[config.mk]
export PLATFORM = sky130hd
export DESIGN_NAME = id_ex_stage
export DESIGN_NICKNAME = d
export VERILOG_FILES = /design/src/rtl/pipe_pkg.sv /design/src/rtl/load_use_detect.sv /design/src/rtl/id_ex_stage.sv
export SDC_FILE = /design/constraint.sdc
export NUM_CORES = 1
export LEC_CHECK = 0
export CAP_MARGIN = 15
export CORE_UTILIZATION = 48
export CTS_BUF_LIST = sky130_fd_sc_hd__clkbuf_4 sky130_fd_sc_hd__clkbuf_8
export CTS_CLUSTER_DIAMETER = 40
export CTS_CLUSTER_SIZE = 28
export DETAILED_ROUTE_END_ITERATION = 8
export GPL_TIMING_DRIVEN = 0
export PLACE_DENSITY = 0.87
export SYNTH_ARGS = -nofsm -noshare
export SYNTH_HDL_FRONTEND = slang
export SYNTH_SLANG_ARGS = --single-unit
[constraint.sdc]
create_clock -name clk -period 4.76 [get_ports clk]
set_input_delay 0.952 -clock clk [delete_from_list [all_inputs] [get_ports clk]]
set_output_delay 0.952 -clock clk [all_outputs]
set_load 0.1 [all_outputs]
[src/rtl/pipe_pkg.sv]
// Shared types and constants for the ID/EX pipeline slice: the packed decoder
// control word, the bubble value and the ALU operation encodings.
package pipe_pkg;

  typedef struct packed {
    logic [1:0] memtoreg;
    logic       memwrite;
    logic       branch;
    logic [2:0] alu_ctrl;
    logic       alu_src;
    logic       regdst;
    logic       regwrite;
    logic       jump;
    logic       mem_read;
  } id_ctrl_t;

  localparam int CTRL_W = 12;

  localparam id_ctrl_t CTRL_BUBBLE = '0;

  localparam logic [2:0] ALU_ADD = 3'b010;
  localparam logic [2:0] ALU_SUB = 3'b110;
  localparam logic [2:0] ALU_AND = 3'b011;
  localparam logic [2:0] ALU_OR  = 3'b001;
  localparam logic [2:0] ALU_SLT = 3'b111;

  // rt is a true source operand unless the immediate replaces it, except that
  // stores and branches always read rt.
  function automatic logic ctrl_uses_rt(input logic alu_src, input logic memwrite,
                                        input logic branch);
    return ~alu_src | memwrite | branch;
  endfunction

endpackage

[src/rtl/load_use_detect.sv]
// Combinational load-use hazard compare between the load sitting in EX and
// the instruction currently in ID.
module load_use_detect
  import pipe_pkg::*;
#(
  parameter int REG_AW = 5
) (
  input  logic              i_ex_valid,
  input  logic              i_ex_mem_read,
  input  logic [REG_AW-1:0] i_ex_rt,
  input  logic              i_id_valid,
  input  logic              i_id_alu_src,
  input  logic              i_id_memwrite,
  input  logic              i_id_branch,
  input  logic [REG_AW-1:0] i_id_rs,
  input  logic [REG_AW-1:0] i_id_rt,
  output logic              o_hazard
);

  logic w_use_rt;
  logic w_rs_match;
  logic w_rt_match;
  logic w_load_in_ex;

  assign w_use_rt     = ctrl_uses_rt(i_id_alu_src, i_id_memwrite, i_id_branch);
  // A load into r0 never produces a value anyone can depend on.
  assign w_load_in_ex = i_ex_valid & i_ex_mem_read & (i_ex_rt != '0);
  assign w_rs_match   = (i_ex_rt == i_id_rs);
  assign w_rt_match   = w_use_rt & (i_ex_rt == i_id_rt);
  assign o_hazard     = w_load_in_ex & i_id_valid & (w_rs_match | w_rt_match);

endmodule

[src/rtl/id_ex_stage.sv]
// ID/EX pipeline register with load-use stall and flush bubble insertion.
// Optional saturating perf counters are enabled by defining ID_EX_PERF_CNT_EN.
module id_ex_stage
  import pipe_pkg::*;
#(
  parameter int DATA_W = 32,
  parameter int REG_AW = 5,
  parameter int CNT_W  = 16
) (
  input  logic              clk,
  input  logic              rst_n,
  input  logic              id_valid_i,
  input  logic [11:0]       id_ctrl_i,
  input  logic [DATA_W-1:0] id_pc4_i,
  input  logic [DATA_W-1:0] id_rs_data_i,
  input  logic [DATA_W-1:0] id_rt_data_i,
  input  logic [DATA_W-1:0] id_imm_i,
  input  logic [REG_AW-1:0] id_rs_i,
  input  logic [REG_AW-1:0] id_rt_i,
  input  logic [REG_AW-1:0] id_rd_i,
  input  logic              flush_i,
  input  logic              hold_i,
  output logic              stall_o,
  output logic              ex_valid_o,
  output logic [11:0]       ex_ctrl_o,
  output logic [DATA_W-1:0] ex_pc4_o,
  output logic [DATA_W-1:0] ex_rs_data_o,
  output logic [DATA_W-1:0] ex_rt_data_o,
  output logic [DATA_W-1:0] ex_imm_o,
  output logic [REG_AW-1:0] ex_rs_o,
  output logic [REG_AW-1:0] ex_rt_o,
  output logic [REG_AW-1:0] ex_rd_o,
  output logic [CNT_W-1:0]  stall_cnt_o,
  output logic [CNT_W-1:0]  flush_cnt_o
);

  id_ctrl_t          w_id_ctrl;
  logic              w_hazard;
  logic              w_bubble;

  logic              r_ex_valid;
  id_ctrl_t          r_ex_ctrl;
  logic [DATA_W-1:0] r_ex_pc4;
  logic [DATA_W-1:0] r_ex_rs_data;
  logic [DATA_W-1:0] r_ex_rt_data;
  logic [DATA_W-1:0] r_ex_imm;
  logic [REG_AW-1:0] r_ex_rs;
  logic [REG_AW-1:0] r_ex_rt;
  logic [REG_AW-1:0] r_ex_rd;

  assign w_id_ctrl = id_ctrl_t'(id_ctrl_i);

  load_use_detect #(
    .REG_AW(REG_AW)
  ) u_load_use_detect (
    .i_ex_valid   (r_ex_valid),
    .i_ex_mem_read(r_ex_ctrl.mem_read),
    .i_ex_rt      (r_ex_rt),
    .i_id_valid   (id_valid_i),
    .i_id_alu_src (w_id_ctrl.alu_src),
    .i_id_memwrite(w_id_ctrl.memwrite),
    .i_id_branch  (w_id_ctrl.branch),
    .i_id_rs      (id_rs_i),
    .i_id_rt      (id_rt_i),
    .o_hazard     (w_hazard)
  );

  // A flush squashes the ID instruction, so it also cancels any stall it caused.
  assign stall_o  = hold_i | (w_hazard & ~flush_i);
  assign w_bubble = flush_i | w_hazard;

  always_ff @(posedge clk) begin
    if (!rst_n) begin
      r_ex_valid   <= 1'b0;
      r_ex_ctrl    <= CTRL_BUBBLE;
      r_ex_pc4     <= '0;
      r_ex_rs_data <= '0;
      r_ex_rt_data <= '0;
      r_ex_imm     <= '0;
      r_ex_rs      <= '0;
      r_ex_rt      <= '0;
      r_ex_rd      <= '0;
    end else if (hold_i) begin
      r_ex_valid   <= r_ex_valid;
    end else if (w_bubble) begin
      r_ex_valid   <= 1'b0;
      r_ex_ctrl    <= CTRL_BUBBLE;
      r_ex_pc4     <= '0;
      r_ex_rs_data <= '0;
      r_ex_rt_data <= '0;
      r_ex_imm     <= '0;
      r_ex_rs      <= '0;
      r_ex_rt      <= '0;
      r_ex_rd      <= '0;
    end else begin
      r_ex_valid   <= id_valid_i;
      r_ex_ctrl    <= id_valid_i ? w_id_ctrl : CTRL_BUBBLE;
      r_ex_pc4     <= id_pc4_i;
      r_ex_rs_data <= id_rs_data_i;
      r_ex_rt_data <= id_rt_data_i;
      r_ex_imm     <= id_imm_i;
      r_ex_rs      <= id_rs_i;
      r_ex_rt      <= id_rt_i;
      r_ex_rd      <= id_rd_i;
    end
  end

  assign ex_valid_o   = r_ex_valid;
  assign ex_ctrl_o    = r_ex_ctrl;
  assign ex_pc4_o     = r_ex_pc4;
  assign ex_rs_data_o = r_ex_rs_data;
  assign ex_rt_data_o = r_ex_rt_data;
  assign ex_imm_o     = r_ex_imm;
  assign ex_rs_o      = r_ex_rs;
  assign ex_rt_o      = r_ex_rt;
  assign ex_rd_o      = r_ex_rd;

`ifdef ID_EX_PERF_CNT_EN
  logic             w_flush_take;
  logic             w_stall_take;
  logic [CNT_W-1:0] r_stall_cnt;
  logic [CNT_W-1:0] r_flush_cnt;

  assign w_flush_take = ~hold_i & flush_i;
  assign w_stall_take = ~hold_i & ~flush_i & w_hazard;

  // Both counters stick at all-ones rather than wrapping.
  always_ff @(posedge clk) begin
    if (!rst_n) begin
      r_stall_cnt <= '0;
      r_flush_cnt <= '0;
    end else begin
      if (w_stall_take && (r_stall_cnt != '1))
        r_stall_cnt <= r_stall_cnt + CNT_W'(1);
      if (w_flush_take && (r_flush_cnt != '1))
        r_flush_cnt <= r_flush_cnt + CNT_W'(1);
    end
  end

  assign stall_cnt_o = r_stall_cnt;
  assign flush_cnt_o = r_flush_cnt;
`else
  assign stall_cnt_o = '0;
  assign flush_cnt_o = '0;
`endif

endmodule
==> metrics.txt <==
status completed; depth of the CTS H-tree 4; leakage power 4.118 nW; largest net degree at the start of global routing 17; Area growth syn-to-layout 46.96%; synth top area cells dfxtp_1, a22oi_1, nand3b_1; vias in the first global route 8895; mean number of vias per cell 5.944; Storage cell area 3123 sq um; CTS tree built; Yosys top cell by area dfxtp_1; clk slew on worst S/H paths 0.08 ns; Die W 134.3 um; power per standard cell area 327.8 nW/um^2; die height 134.3 um; first-pass GRT wire length 46350 um; fraction of final layout cells sized beyond drive strength 1 7.025%; WS Path Type primary input to output port; final hold vios 0; type of origin of the critical path primary input; Slew headroom 29.40%; multi-input logic area 4627 sq um; sw frac 42.38%; Fillers 1370; Max Cap Viol 0; gpl congestion 0.8734; Avg Synthesized Cell Area 8.753 sq um; Min Hold Slack 0.5021 ns; #FFs+latches synth 156; Max Clock Skew 0.01701 ns; Yosys top cell area share 37.16%; DP Worst Slack -0.3207 ns; period utilization 94.65%; gr usage total 32.33%; Avg WL per Cell 19.14 um; setup tns final 0 ns; top-count cell post-synth dfxtp_1; # resized after CTS 3; HPWL after detailed placement 21550 um; IO Count 349; required time worst endpoint 3.81 ns; post-synth cell types 27; clock buffer depth 2; worst setup margin 0.2547 ns; FMAX 222.0 MHz; EDFF count, synth 0; CTS buffer count 17; Placed Instance Area 11950 sq um; RSZ-0062 raised after global routing no; clock share of power 25.3%; Main synth FF type dfxtp_1; First DRT Iteration DRCs 597; Slowest Stage Delay on Critical Path 0.60 ns; initial antenna violation count 0; Internal 2.333 mW; asr flop ratio synth 0%; Worst path slowest cell clkdlybuf4s50_1; CTS sink count 156; PortBufs 315; die footprint 18040 sq um; final setup violating endpoints 0; Gate Count Post-Synth 960; WL final 29910 um; Post-CTS Hold Buffers 0; Rows 48; remaining antenna violation count 0; Seq/Total Area, Yosys 37.16%; CP endpoint kind output port; n_diodes 0; drc violations 0; worst hold path type flip-flop to flip-flop; Period minus WS final 4.505 ns; clk root buf clkbuf_8; DR vias 9290; Post-CTS Setup Inserts 0; core area 17180 sq um; Comb power frac 38.4%; Sequential Power Share 36.3%; fin nets 1485; synth warn 0; CP max FO 10; Psw 1.716 mW; worst path arrival time 3.55 ns; TritonRoute pass-1 iters 5; clock latency on the worst-skew pair 0.45 ns; Peak supply drop 0.0002140 V; worst slew pin tran 1.056 ns; Congestion Overflow GR 0; Post-synth top cells dfxtp_1, a22oi_1, nand3b_1; Finished Cell Area 12350 sq um; Initial Util 48.92%; Mapped Area 8403 sq um; Cell Chain, Critical Path clkdlybuf4s50_1 -> xnor2_1 -> nand3_1 -> o22ai_1 -> buf_2 -> clkbuf_1 -> a21o_1 -> clkdlybuf4s15_2; Final Max Slew Viols 0
[path summary, 6_finish.rpt]
check                                  from                   endpoint  slack, ns  cells past startpoint
setup / recovery                 id_rs_i[2]                    stall_o       0.25                      8
hold / removal    ex_pc4_o[26]$_SDFFE_PN0N_  ex_pc4_o[26]$_SDFFE_PN0N_       0.50                      2
setup reg to reg    ex_rt_o[4]$_SDFFE_PN0N_  ex_pc4_o[10]$_SDFFE_PN0N_       2.60                      6
hold reg to reg   ex_pc4_o[26]$_SDFFE_PN0N_  ex_pc4_o[26]$_SDFFE_PN0N_       0.50                      2
[power by group through the flow]
stage	combinational, mW	sequential (mW)	clock, mW
2_1_floorplan	0.409	2.18	0
3_3_place_gp	1.53	1.50	0
3_5_place_dp	1.54	1.50	0
4_1_cts	1.55	1.47	1.03
5_1_grt	1.61	1.48	1.08
6_report	1.55	1.47	1.03
[stage by stage]
step | cells | utilization [%] | power, mW
after global routing | 1563 | 71.90 | 4.166
after global placement | 1531 | 69.60 | 3.031
after detailed placement | 1531 | 69.60 | 3.042
final | 1563 | 71.90 | 4.049
after CTS | 1563 | 71.90 | 4.047
after floorplan | 991 | - | 2.593
[flip-flops by register name (all words and copies together), names as in the netlist]
register / flops
ex_rt_o: 5
ex_ctrl_o: 12
ex_rs_data_o: 32
ex_rs_o: 5
ex_imm_o: 32
ex_valid_o: 1
ex_pc4_o: 32
ex_rt_data_o: 32
ex_rd_o: 5
[placed cells by master, fill, tap and decap left out, drive strengths merged, types with 2 or more instances in the layout]
cell type	n
nand2b	3
nor3b	143
xnor2	10
conb	32
o21ai	146
buf	68
bufinv	2
nand3	2
and3	2
o31ai	12
clkbuf	106
clkinvlp	2
nand3b	144
nor2	13
a32oi	12
mux2i	12
dfxtp	156
clkdlybuf4s50	314
a22oi	144
clkinv	6
[worst max-delay path: cells and delay by family]
kind	cells	cell delay, ns
and+or+nand+nor	1	0.09
xor gates and xnor gates	1	0.15
buffers and inverters	4	1.86
AOI/OAI and AO/OA	2	0.48
[per-layer routing]
metal | global-route usage, % | share of wire, % | up-vias | routed length [um]
li1 | - | - | 4271 | -
met1 | 38.63 | 40 | 4466 | 11980
met2 | 53.51 | 48 | 476 | 14260
met3 | 9.221 | 8.8 | 74 | 2635
met4 | 15.11 | 3.4 | 3 | 1007
met5 | 0 | 0.090 | - | 27
[logic make-up after synthesis]
kind of cell | synth area share, %
AOI/OAI and AO/OA | 24.09
DFF | 37.17
xor gates and xnor gates | 1.042
muxes | 1.429
other | 0.04463
buffers and inverters | 9.157
and+or+nand+nor | 27.07
[cell type report]
type,instances,share of cell area [%]
multi-input combinational,682,37.47
timing repair buffer,315,25.54
buffer,153,6.231
tap,225,2.280
clock buffer,21,2.239
clock inverter,11,0.9524
sequential,156,25.29
Note: power is estimated with default switching activity, not from simulation.
==> patch (same settings) <==
Change the parameter `CNT_W` from 16 to 24.
--- a/src/rtl/id_ex_stage.sv
+++ b/src/rtl/id_ex_stage.sv
@@ -5,7 +5,7 @@
 #(
   parameter int DATA_W = 32,
   parameter int REG_AW = 5,
-  parameter int CNT_W  = 16
+  parameter int CNT_W  = 24
 ) (
   input  logic              clk,
   input  logic              rst_n,
Ports: changed (resized flush_cnt_o and stall_cnt_o); port bits go from 349 to 365. No check against the original RTL was run, so the function may have changed too.
==> patch against the original RTL <==
  * Critical path depth stayed put
  * Synthesized area is 1.4% higher
  * Design area is 1.5% higher
  * Worst setup slack better by 0.091 ns
  * Sequential cell count stayed put
  * Power is 2.3% higher
  * Global-route usage is 0.70 points lower
  * Count of clock-buffer cells in the layout is 3 lower
  * Critical path type unchanged
  * Wire length is 0.98% higher
==> patch: results (changes against the original RTL) <==
* Leakage power figure at 4.256 nW (+3.4%)
* Hold WS at 0.5025 ns (+0.0004020 ns)
* DR vias at 9,256 (-0.37%)
* Fill cell count at 1,357 (-0.95%)
* IR drop worst, VDD at 0.2498 mV (+17%)
* Compound-cell area share of the yosys netlist at 23.75% (-0.34 points)
* Post-synthesis sequential area ratio at 36.64% (-0.52 points)
* Final HPWL DP at 21,740 µm (+0.87%)
* Critical path arrival at 3.46 ns (-0.09 ns)
* Vias in the first global route at 8,673 (-2.5%)
* Met1 GRT Util at 37.07% (-1.6 points)
* Power Total at 4.140 mW (+2.3%)
* Ys async rst share at 0% (unchanged)
* Multiplexer area fraction after synthesis at 1.409% (-0.020 points)
* Drt wl/cell at 18.91 µm (-1.2%)
* Outcome: complete, no violations
* Pre-CTS setup slack at -0.2819 ns (+0.03880 ns)
* Placed inst area at 12,130 µm² (+1.5%)
* M3 GR Usage at 9.353% (+0.13 points)
* Initial antenna violation count at 2 (+2)
* Cell Int Power at 2.330 mW (-0.13%)
* GPL Wtd Cong at 0.8056 (-7.8%)
* Hold WC Path Type: flop to flop
* Min-delay src: ex_pc4_o[28]
* Worst setup path endpoint: stall_o
* Clk buf depth at 2 (unchanged)
* Fmax at 226.5 MHz (+2.1%)
* Slew HR at 26.16% (-3.2 points)
* Area contributors post-synth: dfxtp_1 37%, a22oi_1 13%, nand3b_1 13%, nor3b_1 13%, buf_4 5.6%
* Hold Crit Depth at 2 (unchanged)
* Final nets at 1,517 (+2.2%)
* Via-to-Cell Ratio at 5.796 (-2.5%)
* IO buf count at 315 (unchanged)
* DRT iter0 DRCs at 527 (-12%)
* Worst-Skew Late Latency at 0.46 ns
* Clk_skew at 0.02048 ns (+0.003465 ns)
* First-pass GRT wire length at 45,660 µm (-1.5%)
* CP max stage delay at 0.53 ns (-0.07 ns)
* DR pass1 iterations at 6 (+1)
* PostCTS Resize Cnt at 2 (-1)
* Crit path from: id_rt_i[3]
* Combinational share of power at 39.1% (+0.7 points)
* R2R setup slack at 2.51 ns (-0.09 ns)
* GR Util All Layers at 31.63% (-0.70 points)
* Post-synthesis xor/xnor area fraction at 1.028% (-0.015 points)
* Synth Area in Adders at 0% (unchanged)
* Critical R2R Capture: ex_rt_data_o[31]
* R2R Path Start: ex_rt_o[4]
* Hold Path End: ex_pc4_o[28]
* Proportion of layout cells with a drive suffix above 1 at 8.029% (+1.0 points)
* Top pwr grp: combinational logic
* Placed Cells at 1,563 (+2.1%)
* CTS Buf Count at 17 (unchanged)
* M2 GR Usage at 52.91% (-0.61 points)
* Clock slew at the register clock pins of the worst setup and hold paths at 0.08 ns (about the same)
* Syn_area_per_cell at 8.733 µm² (-0.23%)
patch: cell types whose count changed in the layout (fill, tap and decap cells not counted), sizes merged, moves of 2 or more:
cell    unedited run  this run
buf               68        84
clkinv             6         4
clkbuf           106       104
inv                1         6
conb              32        48
diode              0         2
patch: cell type report:
type,count,area [µm²],share of cell area (%)
Multi-Input combinational cell,698,4687,37.38
Timing Repair Buffer,315,3148,25.10
Sequential cell,156,3123,24.91
Buffer,169,889.6,7.094
Tap cell,225,281.5,2.245
Clock buffer,18,247.7,1.976
Clock inverter,14,157.7,1.257
Antenna cell,2,5.005,0.03991
patch: worst max-delay path: cells and delay by family:
kind            cells  cell delay, ns
compound gates      2            0.53
xor+xnor            1            0.15
buf+inv             4            1.68
simple gates        1            0.15
patch: routing by layer:
metal / part of all wire [%] / vias to the layer above
met4: 3.1 / 0
met1: 39 / 4405
met5: 0 / -
li1: - / 4333
met3: 9.3 / 70
met2: 48 / 448
